[src/rtl/proc_exec_sequencer.sv]
// Execution sequencer: walks an address window of the A/B/op memories, issuing one read per
// cycle and writing each ALU result to the result memory one cycle later.
module proc_exec_sequencer #(
    parameter int unsigned ADDR_WIDTH = 10,
    parameter int unsigned CNT_WIDTH  = ADDR_WIDTH + 1,
    parameter int unsigned CYC_WIDTH  = 32
) (
    input  logic                  CLK,
    input  logic                  RST,
    input  logic                  start_i,
    input  logic [ADDR_WIDTH-1:0] base_addr_i,
    input  logic [CNT_WIDTH-1:0]  count_i,
    output logic                  busy_o,
    output logic                  done_o,
    output logic                  host_sel_o,
    output logic                  rd_en_o,
    output logic [ADDR_WIDTH-1:0] rd_addr_o,
    output logic                  wr_en_o,
    output logic [ADDR_WIDTH-1:0] wr_addr_o,
    output logic [CYC_WIDTH-1:0]  cyc_cnt_o
);

    typedef enum logic [1:0] {
        StIdle,
        StRun,
        StDrain,
        StDone
    } state_e;

    localparam logic [CNT_WIDTH-1:0] MaxCount = CNT_WIDTH'(1) << ADDR_WIDTH;

    state_e                state_q;
    logic                  start_q;
    logic [CNT_WIDTH-1:0]  rem_q;
    logic                  start_edge;
    logic [CNT_WIDTH-1:0]  cnt_sat;
    logic [CYC_WIDTH-1:0]  cyc_inc;

    assign start_edge = start_i & ~start_q;
    assign cnt_sat    = (count_i > MaxCount) ? MaxCount : count_i;
    assign cyc_inc    = (cyc_cnt_o == '1) ? cyc_cnt_o : cyc_cnt_o + CYC_WIDTH'(1);

    // rd_addr_o doubles as the issue pointer; rem_q counts reads left including the one on the port.
    always_ff @(posedge CLK or negedge RST) begin
        if (!RST) begin
            state_q    <= StIdle;
            start_q    <= 1'b0;
            rem_q      <= '0;
            busy_o     <= 1'b0;
            done_o     <= 1'b0;
            host_sel_o <= 1'b1;
            rd_en_o    <= 1'b0;
            rd_addr_o  <= '0;
            wr_en_o    <= 1'b0;
            wr_addr_o  <= '0;
            cyc_cnt_o  <= '0;
        end else begin
            start_q   <= start_i;
            wr_en_o   <= rd_en_o;
            wr_addr_o <= rd_addr_o;

            if (state_q == StRun || state_q == StDrain) begin
                cyc_cnt_o <= cyc_inc;
            end

            case (state_q)
                StIdle, StDone: begin
                    if (start_edge) begin
                        done_o    <= 1'b0;
                        cyc_cnt_o <= '0;
                        if (cnt_sat == '0) begin
                            state_q <= StDone;
                            done_o  <= 1'b1;
                        end else begin
                            state_q    <= StRun;
                            busy_o     <= 1'b1;
                            host_sel_o <= 1'b0;
                            rd_en_o    <= 1'b1;
                            rd_addr_o  <= base_addr_i;
                            rem_q      <= cnt_sat;
                        end
                    end
                end
                StRun: begin
                    if (rem_q == CNT_WIDTH'(1)) begin
                        rd_en_o <= 1'b0;
                        state_q <= StDrain;
                    end else begin
                        rd_addr_o <= rd_addr_o + ADDR_WIDTH'(1);
                        rem_q     <= rem_q - CNT_WIDTH'(1);
                    end
                end
                StDrain: begin
                    state_q    <= StDone;
                    busy_o     <= 1'b0;
                    host_sel_o <= 1'b1;
                    done_o     <= 1'b1;
                end
                default: state_q <= StIdle;
            endcase
        end
    end

endmodule

[config.mk]
export PLATFORM = sky130hd
export DESIGN_NAME = proc_exec_sequencer
export DESIGN_NICKNAME = d
export VERILOG_FILES = /design/src/rtl/proc_exec_sequencer.sv
export SDC_FILE = /design/constraint.sdc
export NUM_CORES = 1
export LEC_CHECK = 0
export CORE_ASPECT_RATIO = 0.9
export CORE_MARGIN = 5
export CORE_UTILIZATION = 30
export CTS_BUF_LIST = sky130_fd_sc_hd__clkbuf_8
export CTS_CLUSTER_DIAMETER = 30
export CTS_CLUSTER_SIZE = 12
export DETAILED_ROUTE_END_ITERATION = 12
export PLACE_DENSITY_LB_ADDON = 0.05
export SYNTH_ARGS = -nofsm -noshare
export SYNTH_HDL_FRONTEND = slang
export SYNTH_SLANG_ARGS = --single-unit
[constraint.sdc]
create_clock -name CLK -period 2.95 [get_ports CLK]
set_input_delay 0.7375 -clock CLK [delete_from_list [all_inputs] [get_ports CLK]]
set_output_delay 0.7375 -clock CLK [all_outputs]
set_load 0.01 [all_outputs]
=== Word level (Yosys, flattened, before mapping) ===
Index checks and enable logic that the tools add are counted.
W data, S select, Z words.

* Word-level logic and storage cells: 65
* Input bits: 24
* Output and inout port bits: 57
* Flip-flop bits (word level): 71

* Add/sub/neg operators: 3
* Bitwise logic cells: 2
* Reduce and logical (&&, ||, !) cells: 11
* $lt $le $gt $ge: 1
* Multiplexer cells: 28
* Equality and inequality tests: 9

{| class="wikitable"
|+ Operator list
! operator !! count
|-
| $mux W32 || 4
|-
| $mux W11 || 4
|-
| $add A32 B1 Y32 const B || 1
|-
| $eq A32 B32 Y1 const B || 1
|-
| $mux W10 || 3
|-
| $pmux W11 S2 || 1
|-
| $pmux W10 S2 || 1
|-
| $eq A11 B1 Y1 const B || 1
|-
| $gt A11 B11 Y1 const B || 1
|-
| $logic_not A11 Y1 || 1
|-
| $sub A11 B1 Y11 const B || 1
|-
| $add A10 B1 Y10 const B || 1
|-
| $pmux W1 S2 || 4
|-
| $reduce_and A4 Y1 || 2
|-
| $mux W1 || 7
|-
| $mux W2 || 3
|-
| $ne A2 B2 Y1 const B || 3
|-
| $pmux W2 S3 || 1
|-
| $eq A2 B2 Y1 const B || 2
|-
| $reduce_and A2 Y1 || 2
|-
| $reduce_bool A2 Y1 || 2
|-
| $reduce_and A3 Y1 || 1
|-
| $eq A2 B1 Y1 const B || 1
|-
| $logic_not A2 Y1 || 1
|-
| 5 further kinds || 5
|}

=== Longest topological paths before layout ===
* Depth in word-level cells: 6
* Mapped depth: 9
* Mapped depth without buffers: 7

=== Worst setup path after synthesis ===
Ideal clock, no wire load.

* Kind: in2reg
* Start: input count_i[0]
* End: register rem_q[9]
* Arrival time: 2,082 ps
* Setup slack: 737 ps
* Setup time: 131 ps
* Stages: 5
* Buffers on the path: 0
* Required time: 2,819 ps
* Cell sequence: nor4_1 > nand3_1 > o21ai_2 > nor4b_1 > or3_1

* Longest elaborated chain between the ends: 5
* Elaborated cells on any way between the ends: 8
* Those cells by class: order compare: 1; eq/ne: 1; mux: 4; reduce/logical: 2

{| class="wikitable"
|+ RTL lines
! what !! RTL line !! text
|-
| start: declaration || 12 || <nowiki>input logic [CNT_WIDTH-1:0] count_i,</nowiki>
|-
| $gt A11 B11 Y1 || 40 || <nowiki>assign cnt_sat = (count_i > MaxCount) ? MaxCount : count_i;</nowiki>
|-
| $mux W11 (*) || 40 ||
|-
| $logic_not A11 Y1 / $mux W11 (equally long branches) || 71 || <nowiki>if (cnt_sat == '0) begin</nowiki>
|-
| $ne A2 B2 Y1 (no line) / $mux W11 (equally long branches) || n/a ||
|-
| $reduce_and A4 Y1 (no line) / $pmux W11 S2 (equally long branches) || n/a ||
|-
| end signal: assignment || 80 || <nowiki>rem_q <= cnt_sat;</nowiki>
|-
| end signal: assignment || 90 || <nowiki>rem_q <= rem_q - CNT_WIDTH'(1);</nowiki>
|-
| end: declaration || 34 || <nowiki>logic [CNT_WIDTH-1:0] rem_q;</nowiki>
|}

Mark *: on every way between the ends. The rest lies on a longest branch, timed or not. The select of a mux whose other input is x is not followed.
A chain may end at the register's enable or synchronous reset.

=== Worst setup path after layout ===
* Start: input count_i[0]
* End: register rem_q[5]

Same word-level chain as after synthesis.

==> results.sh <==
export IMPL_grt_pass1_vias=3549
export IMPL_start_util_pct=30.8
export IMPL_cap_violations=0
export IMPL_antenna_found_initial=0
export IMPL_drt_pre_antenna_iters=4
export IMPL_rrSetupSlack_ps=690
export IMPL_rsz0062_at_grt="false"
export IMPL_ys_warn_count=0
export IMPL_critPathKind="in -> reg"
export IMPL_cts_root_buf="clkbuf_8"
export IMPL_num_nets_final=544
export IMPL_hp_class="in -> async"
export IMPL_hpwlAfterDp_microns=8410
export IMPL_portBuffers=80
export IMPL_slew_headroom_pct=55.7
export IMPL_post_cts_resized=0
export IMPL_setup_viol=0
export IMPL_routabilityCongestion=0.784
export IMPL_num_vias=3693
export IMPL_die_h_microns=119
export IMPL_cts_buffer_depth=2
export IMPL_min_period_over_period_pct=83.7
export IMPL_placementRows=39
export IMPL_cts_setup_buffers=0
export IMPL_die_area_sq_um=15500
export IMPL_cts_hold_buf=0
export IMPL_async_flop_share_pct=100
export IMPL_fin_worst_skew_ps=11.1
export IMPL_netlist_area_sq_um=3940
export IMPL_synth_area_per_cell_sq_um=9.24
export IMPL_status="complete, no violations"
export IMPL_numPlacedInstances=666
export IMPL_synth_top_area_share_pct=44.5
export IMPL_power_density_nw_per_um2=785
export IMPL_wire_per_inst_microns=17.1
export IMPL_drt_initial_drc_count=240
export IMPL_cts_buffers=9
export IMPL_worst_pin_slew_ps=661
export IMPL_synth_most_common_cell="dfrtp_1"
export IMPL_setup_tns_ps=0
export IMPL_crit_required_ps=3180
export IMPL_synth_top_cell_by_area="dfrtp_1"
export IMPL_clkTransAtPathRegs_ps=90
export IMPL_io_pins=81
export IMPL_hold_viol_final=0
export IMPL_irDropWorstVdd_mv=0.420
export IMPL_leakage_nw=2.13
export IMPL_grt_overflow=0
export IMPL_cpMostUsedCell="a41o_1"
export IMPL_wl_microns=11700
export IMPL_grt_max_degree=43
export IMPL_ys_flop_type="dfrtp_1"
export IMPL_seq_area_frac_synth_pct=45.2
export IMPL_crit_chain="clkdlybuf4s50_1 -> nor4_1 -> buf_4 -> a41o_1 -> o21ai_2 -> a41o_1 -> a221o_1"
export IMPL_max_freq_ghz=0.405
export IMPL_cp_slowest_cell="nor4_1"
export IMPL_syn_inst=426
export IMPL_crit_path_max_incr_delay_ps=440
export IMPL_slew_violations=0
export IMPL_min_period_ps=2470
export IMPL_die_w_microns=131
export IMPL_rr_startpoint="rem_q[1]"
export IMPL_cts_tree="yes"
export IMPL_synth_edf_count=0
export IMPL_design_area_sq_um=5160
export IMPL_area_growth_pct=31.0
export IMPL_place_area_sq_um=4960
export IMPL_clkLatencyLatePin_ps=350
export IMPL_cp_end_kind="flop"
export IMPL_r2r_end="rem_q[5]"
export IMPL_crit_arrival_ps=2700
export IMPL_ant_nets=0
export IMPL_core_area_sq_um=12800
export IMPL_final_layout_size_suffix_gt1_share_pct=9.27
export IMPL_routed_via_density=5.41
export IMPL_grt_pass1_wl_microns=18800
export IMPL_finalNonFillerCells=682
export IMPL_fillers=1335
export IMPL_r2r_cells=6
export IMPL_ys_types=64
export IMPL_grt_usage_pct=15.1
export IMPL_drc_errors=0
export IMPL_htree_levels=3
export IMPL_start_kind="input pin"
export IMPL_synth_ff_latch_count=71
export IMPL_synthesis_nets=457
export IMPL_ys_top_cells_by_area="dfrtp_1 (44%), nand2_1 (5.1%), a21oi_1 (3.4%)"
export IMPL_clkSinkCount=71
export IMPL_crit_fanout=9
export IMPL_n_antenna_cell=0
export IMPL_yosys_top_cells_count="dfrtp_1 (70), nand2_1 (54), a21oi_1 (27), nand3_1 (27), nor2_1 (26)"
critical path, delay by kind of cell:
family / cells / cell delay [ps]
AOI/OAI and AO/OA: 4 / 900
buffers and inverters: 2 / 620
and+or+nand+nor: 1 / 440
worst max path at each step:
stage | from | end | slack, ps | cells after the start
floorplan | count_i[0] | rem_q[9] | 740 | 5
global placement | count_i[0] | rem_q[8] | 180 | 7
detailed placement | count_i[0] | rem_q[8] | 150 | 7
CTS | count_i[0] | rem_q[5] | 520 | 7
global route | count_i[0] | rem_q[5] | 410 | 7
finish | count_i[0] | rem_q[5] | 480 | 7
placed cells by master, fill, tap and decap left out, types with 6 or more instances in the layout:
cell             netlist  final
nand3_1               27     27
nand2_1               54     54
nor2_1                26     26
clkdlybuf4s50_1        0     79
inv_1                 15     17
nand4_1               11     11
dfrtp_1               70     70
a21oi_1               27     27
mux2i_1                7      7
o21ai_0               23     23
ha_1                   7      7
clkbuf_8               0     10
a2bb2oi_1              6      6
nor4_1                 7      7
buf_4                  2     14
and3_1                12     12
nor3_1                10     10
or4_1                  8      8
layer usage:
layer	vias to the layer above	track usage, %	wire, microns
li1	1792	-	-
met1	1791	21.7	5590
met2	94	22.7	5240
met3	16	3.47	628
met4	0	4.31	199
met5	-	0	0
flip-flops by register name (all words and copies together), names as in the netlist:
register    count
rd_addr_o      10
wr_addr_o      10
rd_en_o         1
rem_q          11
wr_en_o         1
host_sel_o      1
state_q         2
busy_o          1
done_o          1
start_q         1
cyc_cnt_o      32
cells by family after synthesis:
family	Yosys count	synth area share (%)
AND/OR/NAND/NOR	189	25.8
AO/OA/AOI/OAI	116	20.7
flip-flops	71	45.2
buffers and inverters	35	4.19
multiplexers	7	1.78
adder cells (fa/ha/maj)	7	2.22
XOR/XNOR	1	0.222
report_power, final:
group	internal, mW	switching [mW]
logic	0.822	0.927
clock network	0.411	0.393
registers	1.23	0.261
area by class of cell:
type                            count  area (sq um)  area share [%]
Sequential cell                    71          1780            34.5
Tap cell                          164           205            3.98
Clock inverter                      6          62.6            1.21
Inverter                           16          60.1            1.16
Multi-Input combinational cell    320          1990            38.7
Clock buffer                       10           138            2.67
Timing Repair Buffer               95           921            17.9
metrics by stage:
step / total power, mW / util (%) / hold slack [ps] / setup slack, ps
after global routing: 4.35 / 40.4 / 416 / 415
final: 4.05 / 40.4 / 397 / 481
after floorplan: 2.47 / - / 442 / 737
after detailed placement: 3.28 / 38.8 / 424 / 153
after global placement: 3.28 / 38.8 / 411 / 183
after CTS: 4.10 / 40.4 / 398 / 517
Power figures use the tool's default switching activity.
